==> src/rtl/mem_port_arbiter.sv <==
// Arbiter sharing one fixed-latency memory port between instruction fetch and load/store.
// Define MEM_PORT_ARB_STATS_EN to add grant and conflict counters.
module mem_port_arbiter #(
  parameter int unsigned MEM_LATENCY = 2,
  parameter int unsigned XLEN        = 32
) (
  input  logic            clk_i,
  input  logic            rst_ni,
  input  logic            if_req_i,
  input  logic [XLEN-1:0] if_addr_i,
  output logic [XLEN-1:0] if_data_o,
  output logic            if_ack_o,
  input  logic [1:0]      d_cmd_i,
  input  logic [XLEN-1:0] d_addr_i,
  input  logic [XLEN-1:0] d_wdata_i,
  output logic [XLEN-1:0] d_rdata_o,
  output logic            d_ack_o,
  output logic            if_stall_o,
  output logic            d_stall_o,
  output logic [1:0]      mem_cmd_o,
  output logic [XLEN-1:0] mem_addr_o,
  output logic [XLEN-1:0] mem_wdata_o,
`ifdef MEM_PORT_ARB_STATS_EN
  output logic [15:0]     stat_if_grants_o,
  output logic [15:0]     stat_d_grants_o,
  output logic [15:0]     stat_conflicts_o,
`endif
  input  logic [XLEN-1:0] mem_rdata_i
);

  localparam logic [1:0] BusNone  = 2'd0;
  localparam logic [1:0] BusLoad  = 2'd1;
  localparam logic [1:0] BusStore = 2'd2;
  localparam logic [3:0] CntInit  = 4'(MEM_LATENCY - 1);

  typedef enum logic [1:0] {StIdle, StBusy, StResp} state_e;
  typedef enum logic {OwnIf, OwnD} owner_e;

  state_e          state_q;
  owner_e          owner_q, last_grant_q;
  logic [3:0]      cnt_q;
  logic [1:0]      mem_cmd_q;
  logic [XLEN-1:0] mem_addr_q, mem_wdata_q, if_data_q, d_rdata_q;
  logic            if_ack_q, d_ack_q;

  logic d_valid, grant_d, grant_if;

  // Code 3 is not a real command and is ignored like BusNone.
  always_comb begin
    d_valid  = (d_cmd_i == BusLoad) || (d_cmd_i == BusStore);
    grant_d  = 1'b0;
    grant_if = 1'b0;
    if (state_q == StIdle) begin
      grant_d  = d_valid && (!if_req_i || (last_grant_q == OwnIf));
      grant_if = if_req_i && !grant_d;
    end
  end

  always_ff @(posedge clk_i or negedge rst_ni) begin
    if (!rst_ni) begin
      state_q      <= StIdle;
      owner_q      <= OwnIf;
      last_grant_q <= OwnIf;
      cnt_q        <= '0;
      mem_cmd_q    <= BusNone;
      mem_addr_q   <= '0;
      mem_wdata_q  <= '0;
      if_data_q    <= '0;
      d_rdata_q    <= '0;
      if_ack_q     <= 1'b0;
      d_ack_q      <= 1'b0;
    end else begin
      if_ack_q <= 1'b0;
      d_ack_q  <= 1'b0;
      unique case (state_q)
        StIdle: begin
          if (grant_d) begin
            mem_cmd_q    <= d_cmd_i;
            mem_addr_q   <= d_addr_i;
            mem_wdata_q  <= d_wdata_i;
            owner_q      <= OwnD;
            last_grant_q <= OwnD;
            cnt_q        <= CntInit;
            state_q      <= StBusy;
          end else if (grant_if) begin
            mem_cmd_q    <= BusLoad;
            mem_addr_q   <= if_addr_i;
            mem_wdata_q  <= '0;
            owner_q      <= OwnIf;
            last_grant_q <= OwnIf;
            cnt_q        <= CntInit;
            state_q      <= StBusy;
          end
        end
        StBusy: begin
          if (cnt_q == 4'd0) begin
            if (mem_cmd_q == BusLoad) begin
              if (owner_q == OwnD) d_rdata_q <= mem_rdata_i;
              else                 if_data_q <= mem_rdata_i;
            end
            // Ack is registered here so it lands exactly on the response cycle.
            if (owner_q == OwnD) d_ack_q  <= 1'b1;
            else                 if_ack_q <= 1'b1;
            mem_cmd_q <= BusNone;
            state_q   <= StResp;
          end else begin
            cnt_q <= cnt_q - 4'd1;
          end
        end
        StResp:  state_q <= StIdle;
        default: state_q <= StIdle;
      endcase
    end
  end

`ifdef MEM_PORT_ARB_STATS_EN
  logic [15:0] stat_if_grants_q, stat_d_grants_q, stat_conflicts_q;

  always_ff @(posedge clk_i or negedge rst_ni) begin
    if (!rst_ni) begin
      stat_if_grants_q <= '0;
      stat_d_grants_q  <= '0;
      stat_conflicts_q <= '0;
    end else begin
      if (grant_if) stat_if_grants_q <= stat_if_grants_q + 16'd1;
      if (grant_d)  stat_d_grants_q  <= stat_d_grants_q + 16'd1;
      if ((state_q == StIdle) && d_valid && if_req_i) begin
        stat_conflicts_q <= stat_conflicts_q + 16'd1;
      end
    end
  end

  assign stat_if_grants_o = stat_if_grants_q;
  assign stat_d_grants_o  = stat_d_grants_q;
  assign stat_conflicts_o = stat_conflicts_q;
`endif

  assign if_data_o   = if_data_q;
  assign if_ack_o    = if_ack_q;
  assign d_rdata_o   = d_rdata_q;
  assign d_ack_o     = d_ack_q;
  assign mem_cmd_o   = mem_cmd_q;
  assign mem_addr_o  = mem_addr_q;
  assign mem_wdata_o = mem_wdata_q;
  assign if_stall_o  = if_req_i & ~if_ack_q;
  assign d_stall_o   = d_valid & ~d_ack_q;

endmodule
==> config.mk <==
export PLATFORM = sky130hd
export DESIGN_NAME = mem_port_arbiter
export DESIGN_NICKNAME = d
export VERILOG_FILES = /design/src/rtl/mem_port_arbiter.sv
export SDC_FILE = /design/constraint.sdc
export NUM_CORES = 1
export LEC_CHECK = 0
export ABC_AREA = 1
export BUFFER_PORTS_ARGS = -buffer_cell sky130_fd_sc_hd__buf_4
export CAP_MARGIN = 5
export CORE_AREA = 2 2 158 160
export CTS_BUF_LIST = sky130_fd_sc_hd__clkbuf_16
export CTS_CLUSTER_DIAMETER = 200
export DETAILED_ROUTE_END_ITERATION = 16
export DIE_AREA = 0 0 160 162
export SETUP_SLACK_MARGIN = 0.05
export SLEW_MARGIN = 25
export SYNTH_ARGS = -nofsm -noshare
export SYNTH_HDL_FRONTEND = slang
export SYNTH_SLANG_ARGS = --single-unit
==> constraint.sdc <==
create_clock -name clk_i -period 1.5 [get_ports clk_i]
set_input_delay 0.3 -clock clk_i [delete_from_list [all_inputs] [get_ports clk_i]]
set_output_delay 0.3 -clock clk_i [all_outputs]
set_load 0.05 [all_outputs]
Word-level counts from Yosys, hierarchy flattened
Index checks and enable logic that the tools add are counted.
W data, S select, Z words.
- input bits: 133
- logic and storage cells: 64
- bits in registers: 139
- $add $sub $neg: 1
- reduce and logical (&&, ||, !) cells: 16
- muxes and demuxes: 25
- bitwise operators: 5
- eq/ne operators: 7
- operator list (cell ; number):
    $mux W32 ; 4
    $mux W4 ; 3
    $mux W1 ; 10
    $mux W2 ; 5
    $pmux W2 S2 ; 2
    $pmux W4 S2 ; 1
    $reduce_and A4 Y1 ; 2
    $eq A2 B1 Y1 const B ; 3
    $reduce_and A3 Y1 ; 2
    $logic_not A4 Y1 ; 1
    $ne A2 B2 Y1 const B ; 2
    $reduce_and A2 Y1 ; 2
    $reduce_bool A2 Y1 ; 2
    $sub A4 B1 Y4 const B ; 1
    $ne A3 B3 Y1 const B ; 1
    $not A1 Y1 ; 3
    $and A1 B1 Y1 ; 2
    $eq A2 B2 Y1 const B ; 1
    $logic_and A1 B1 Y1 ; 2
    $logic_not A1 Y1 ; 2
    $logic_not A2 Y1 ; 1
    $logic_or A1 B1 Y1 ; 2

Logic depth before layout (Yosys ltp)
- depth in word-level cells: 9
- mapped depth: 8
- mapped depth without buffers: 8

Worst setup path before layout
Ideal clock, no wire load.
- path kind: register -> output
- from: register d_ack_q (netlist: d_ack_o)
- to: output port d_stall_o
- data required time: 1.200 ns
- stages on the path, launching flop included: 2
- data arrival time: 1.280 ns
- path buffers: 0
- slack: -0.080 ns
- cells stage by stage: dfrtp_1 nor2_1
- word-level cells in the longest chain between the ends: 2
- ends and longest elaborated chain (what ; RTL line ; RTL):
    start, declared ; 44 ; logic if_ack_q, d_ack_q;
    start signal, assigned ; 71 ; d_ack_q <= 1'b0;
    start signal, assigned ; 74 ; d_ack_q <= 1'b0;
    start signal, assigned ; 102 ; if (owner_q == OwnD) d_ack_q <= 1'b1;
    $not A1 Y1 ; 146 ; assign d_stall_o = d_valid & ~d_ack_q;
    $and A1 B1 Y1 ; 146 ;
    end, declared ; 19 ; output logic d_stall_o,
No other way between the ends.

Worst setup path in the final report
Ends and elaborated chain as after synthesis.

==> impl_metrics.py <==
metrics = {
    "clock_tree": {
        "clk_path_buf_depth": 2,
        "clk_pin_slew_ns": 0.06,
        "cts_tree": "built",
        "clock-root-buffer": "clkbuf_16",
        "cts-htree-levels": 4,
        "cts_sinks": 139,
        "insertion_delay_ns": 0.42,
        "cts_buffers": 17,
    },
    "finish": {
        "nets": 1141,
        "mostFrequentLayoutCell": "buf_4",
        "mostFrequentLayoutCells": "282 x buf_4, 273 x nand2_1, 138 x dfrtp_1, 107 x inv_1, 72 x nand3_1",
        "fillers": 2521,
        "multi_input_area_um2": 2100,
        "diodes": 0,
        "final_area_um2": 9370,
        "layout-drive-gt1-share_pct": 39.3,
        "area_growth_pct": 51.0,
        "register_area_um2": 3480,
        "post-route-util_pct": 38.9,
    },
    "sta": {
        "period_share_pct": 94.7,
        "hold_viol": 0,
        "skew_ns": 0.0100,
        "slew_headroom_pct": 80.8,
        "finalSetupTns_ns": 0,
        "fmax_mhz": 704,
        "setup_viol": 0,
        "worst_pin_slew_ns": 0.288,
        "rsz0062_at_grt": "true",
        "final-max-slew-violation-count": 0,
        "min_period_ns": 1.42,
    },
    "placed_design": {
        "port_buffers": 266,
        "gp_congestion": 0.857,
        "place_hpwl_um": 13800,
        "placed_cell_area_um2": 8770,
    },
    "die": {
        "die_w_um": 160,
        "fp-row-count": 57,
        "dieHeight_um": 162,
        "initial_core_util_pct": 25.8,
        "dieArea_um2": 25900,
        "ios": 267,
        "coreArea_um2": 24100,
    },
    "logic_synthesis": {
        "ys.warnings.count": 0,
        "netlist_instances": 720,
        "synth_cell_types": 18,
        "synth_mux_area_share_pct": 0,
        "synth-simple-area-share_pct": 24.5,
        "synthAdderAreaFrac_pct": 0.403,
        "synth-compound-area-share_pct": 8.63,
        "netlist_area_um2": 6210,
        "synth_xor_area_share_pct": 0,
        "syn_nets": 855,
        "syn_avg_cell_area_um2": 8.62,
        "synth_top_family_by_area": "simple AND/OR/NAND/NOR gates",
        "ys_seq_area_share_pct": 56.0,
        "ys_ff_latch": 139,
    },
    "pwr": {
        "pwr_density_cell_nw_per_um2": 2600,
        "ir_drop_mv": 1.07,
        "leakage_nw": 5.32,
        "p_total_mw": 24.4,
    },
    "flow_run": {
        "max-cap-violations": 0,
    },
    "setup_path": {
        "cpPeakStageDelay_ns": 0.41,
        "crit_chain": "nor2_2 -> buf_6",
        "path_class": "flip-flop to primary output",
        "crit_family": "flip-flops",
        "critPathBufInv": 1,
        "start_kind": "flip-flop",
        "critPathRequiredTime_ns": 1.20,
        "arrival_ns": 1.12,
        "critPathSlowestCell": "dfrtp_1",
        "cp_max_fo": 2,
        "crit_path_end_kind": "primary output",
    },
    "grt": {
        "grt_pass1_wl_um": 29100,
        "globalRoute.totalOverflow": 0,
        "grt_usage_pct": 14.2,
        "grt_max_degree": 39,
        "grt_pass1_vias": 5546,
        "antenna_found_initial": 0,
    },
    "detailed_routing": {
        "drt-initial-drc-count": 308,
        "ant_nets": 0,
        "wirelength_um": 18200,
        "vias": 5482,
        "drc": 0,
        "firstDrtPassIters": 4,
        "avgRoutedWirePerCell_um": 13.6,
        "via_per_inst": 4.08,
    },
    "outcome": {
        "status": "complete, no violations",
    },
    "hold_path": {
        "hold_path_class": "input pin to flip-flop",
    },
}
[synth_stat cells]
master | instances | area (µm²)
nand2_1 | 274 | 1030
dfrtp_1 | 139 | 3480
inv_1 | 106 | 398
nand3_1 | 72 | 360
o21ai_2 | 52 | 455
buf_2 | 14 | 70.1
o21ai_1 | 14 | 70.1
buf_6 | 12 | 135
nor2_1 | 12 | 45.0
clkbuf_1 | 6 | 22.5
inv_2 | 4 | 15.0
nor2_4 | 4 | 45.0
buf_1 | 2 | 7.51
ha_1 | 2 | 25.0
nand2_2 | 2 | 12.5
nand2_4 | 2 | 22.5
o21ai_0 | 2 | 10.0
nand4_1 | 1 | 6.26
[state kept, by name (all words and copies together), names as in the netlist]
name / cells
d_rdata_o: 32
d_ack_o: 1
if_ack_o: 1
mem_addr_o: 32
mem_wdata_o: 32
state_q: 2
cnt_q: 4
last_grant_q: 1
mem_cmd_o: 2
if_data_o: 32
[worst register-to-register path: stages, from the launching register on]
cell	delay (ns)
dfrtp_1	0.38
inv_1	0.08
ha_1	0.15
nand2_2	0.07
nor2_2	0.14
nand2_4	0.09
buf_4	0.21
nand2_1	0.09
o21ai_2	0.05
[power by group]
part	internal, mW	switching [mW]	total (mW)
Clock	2.10	1.66	3.76
Sequential	5.54	1.05	6.59
Combinational	4.30	9.71	14.0
Total	11.9	12.4	24.4
[path summary, 6_finish.rpt]
kind                                from               to  slack, ns  depth (start not counted)
max                              d_ack_o        d_stall_o       0.08                          2
min                        d_wdata_i[10]  mem_wdata_o[10]       0.10                          3
max reg2reg                     cnt_q[0]    d_rdata_o[25]       0.12                          8
min reg2reg                 if_data_o[3]     if_data_o[3]       0.48                          2
max in group asynchronous         rst_ni     mem_cmd_o[1]       0.63                          3
min in group asynchronous         rst_ni  mem_wdata_o[10]       0.32                          2
[per-layer routing]
metal | vias to the layer above | track usage [%] | share of wire (%)
met5 | - | 0 | 0
met2 | 159 | 24.3 | 50
met3 | 26 | 3.50 | 5.3
li1 | 2776 | - | -
met4 | 0 | 5.45 | 2.2
met1 | 2521 | 17.3 | 42
[kinds of logic after synthesis]
group,Yosys count
compound gates,68
fa+ha+maj,2
buf+inv,144
simple gates,367
flops,139
[area by class of cell]
cell class	instances	area share, %
Clock buffer	17	4.54
Clock inverter	15	1.09
Inverter	110	4.41
Multi-Input combinational cell	437	22.4
Sequential cell	139	37.1
Tap cell	324	4.33
Timing Repair Buffer	301	26.1
[per-stage QoR]
step / setup WS [ns] / hold WS (ns) / instances
6_report: 0.0799 / 0.103 / 1343
5_1_grt: -0.00736 / 0.0940 / 1343
4_1_cts: 0.0385 / 0.0784 / 1341
3_5_place_dp: 0.0683 / 0.187 / 1308
3_3_place_gp: 0.0968 / 0.188 / 1308
2_1_floorplan: 0.104 / 0.00441 / 720
[what timing repair did]
| action | in CTS | in global routing |
|---|---|---|
| hold endpoints to repair | 19 | 0 |
| pin swaps | 1 | 2 |
| gates cloned | 0 | 1 |
| setup buffers | 0 | 1 |
| endpoints found under the setup margin | 2 | 76 |
| resized for setup | 2 | 7 |
| hold buffers | 1 | 0 |
(Power assumes the default switching activity.)
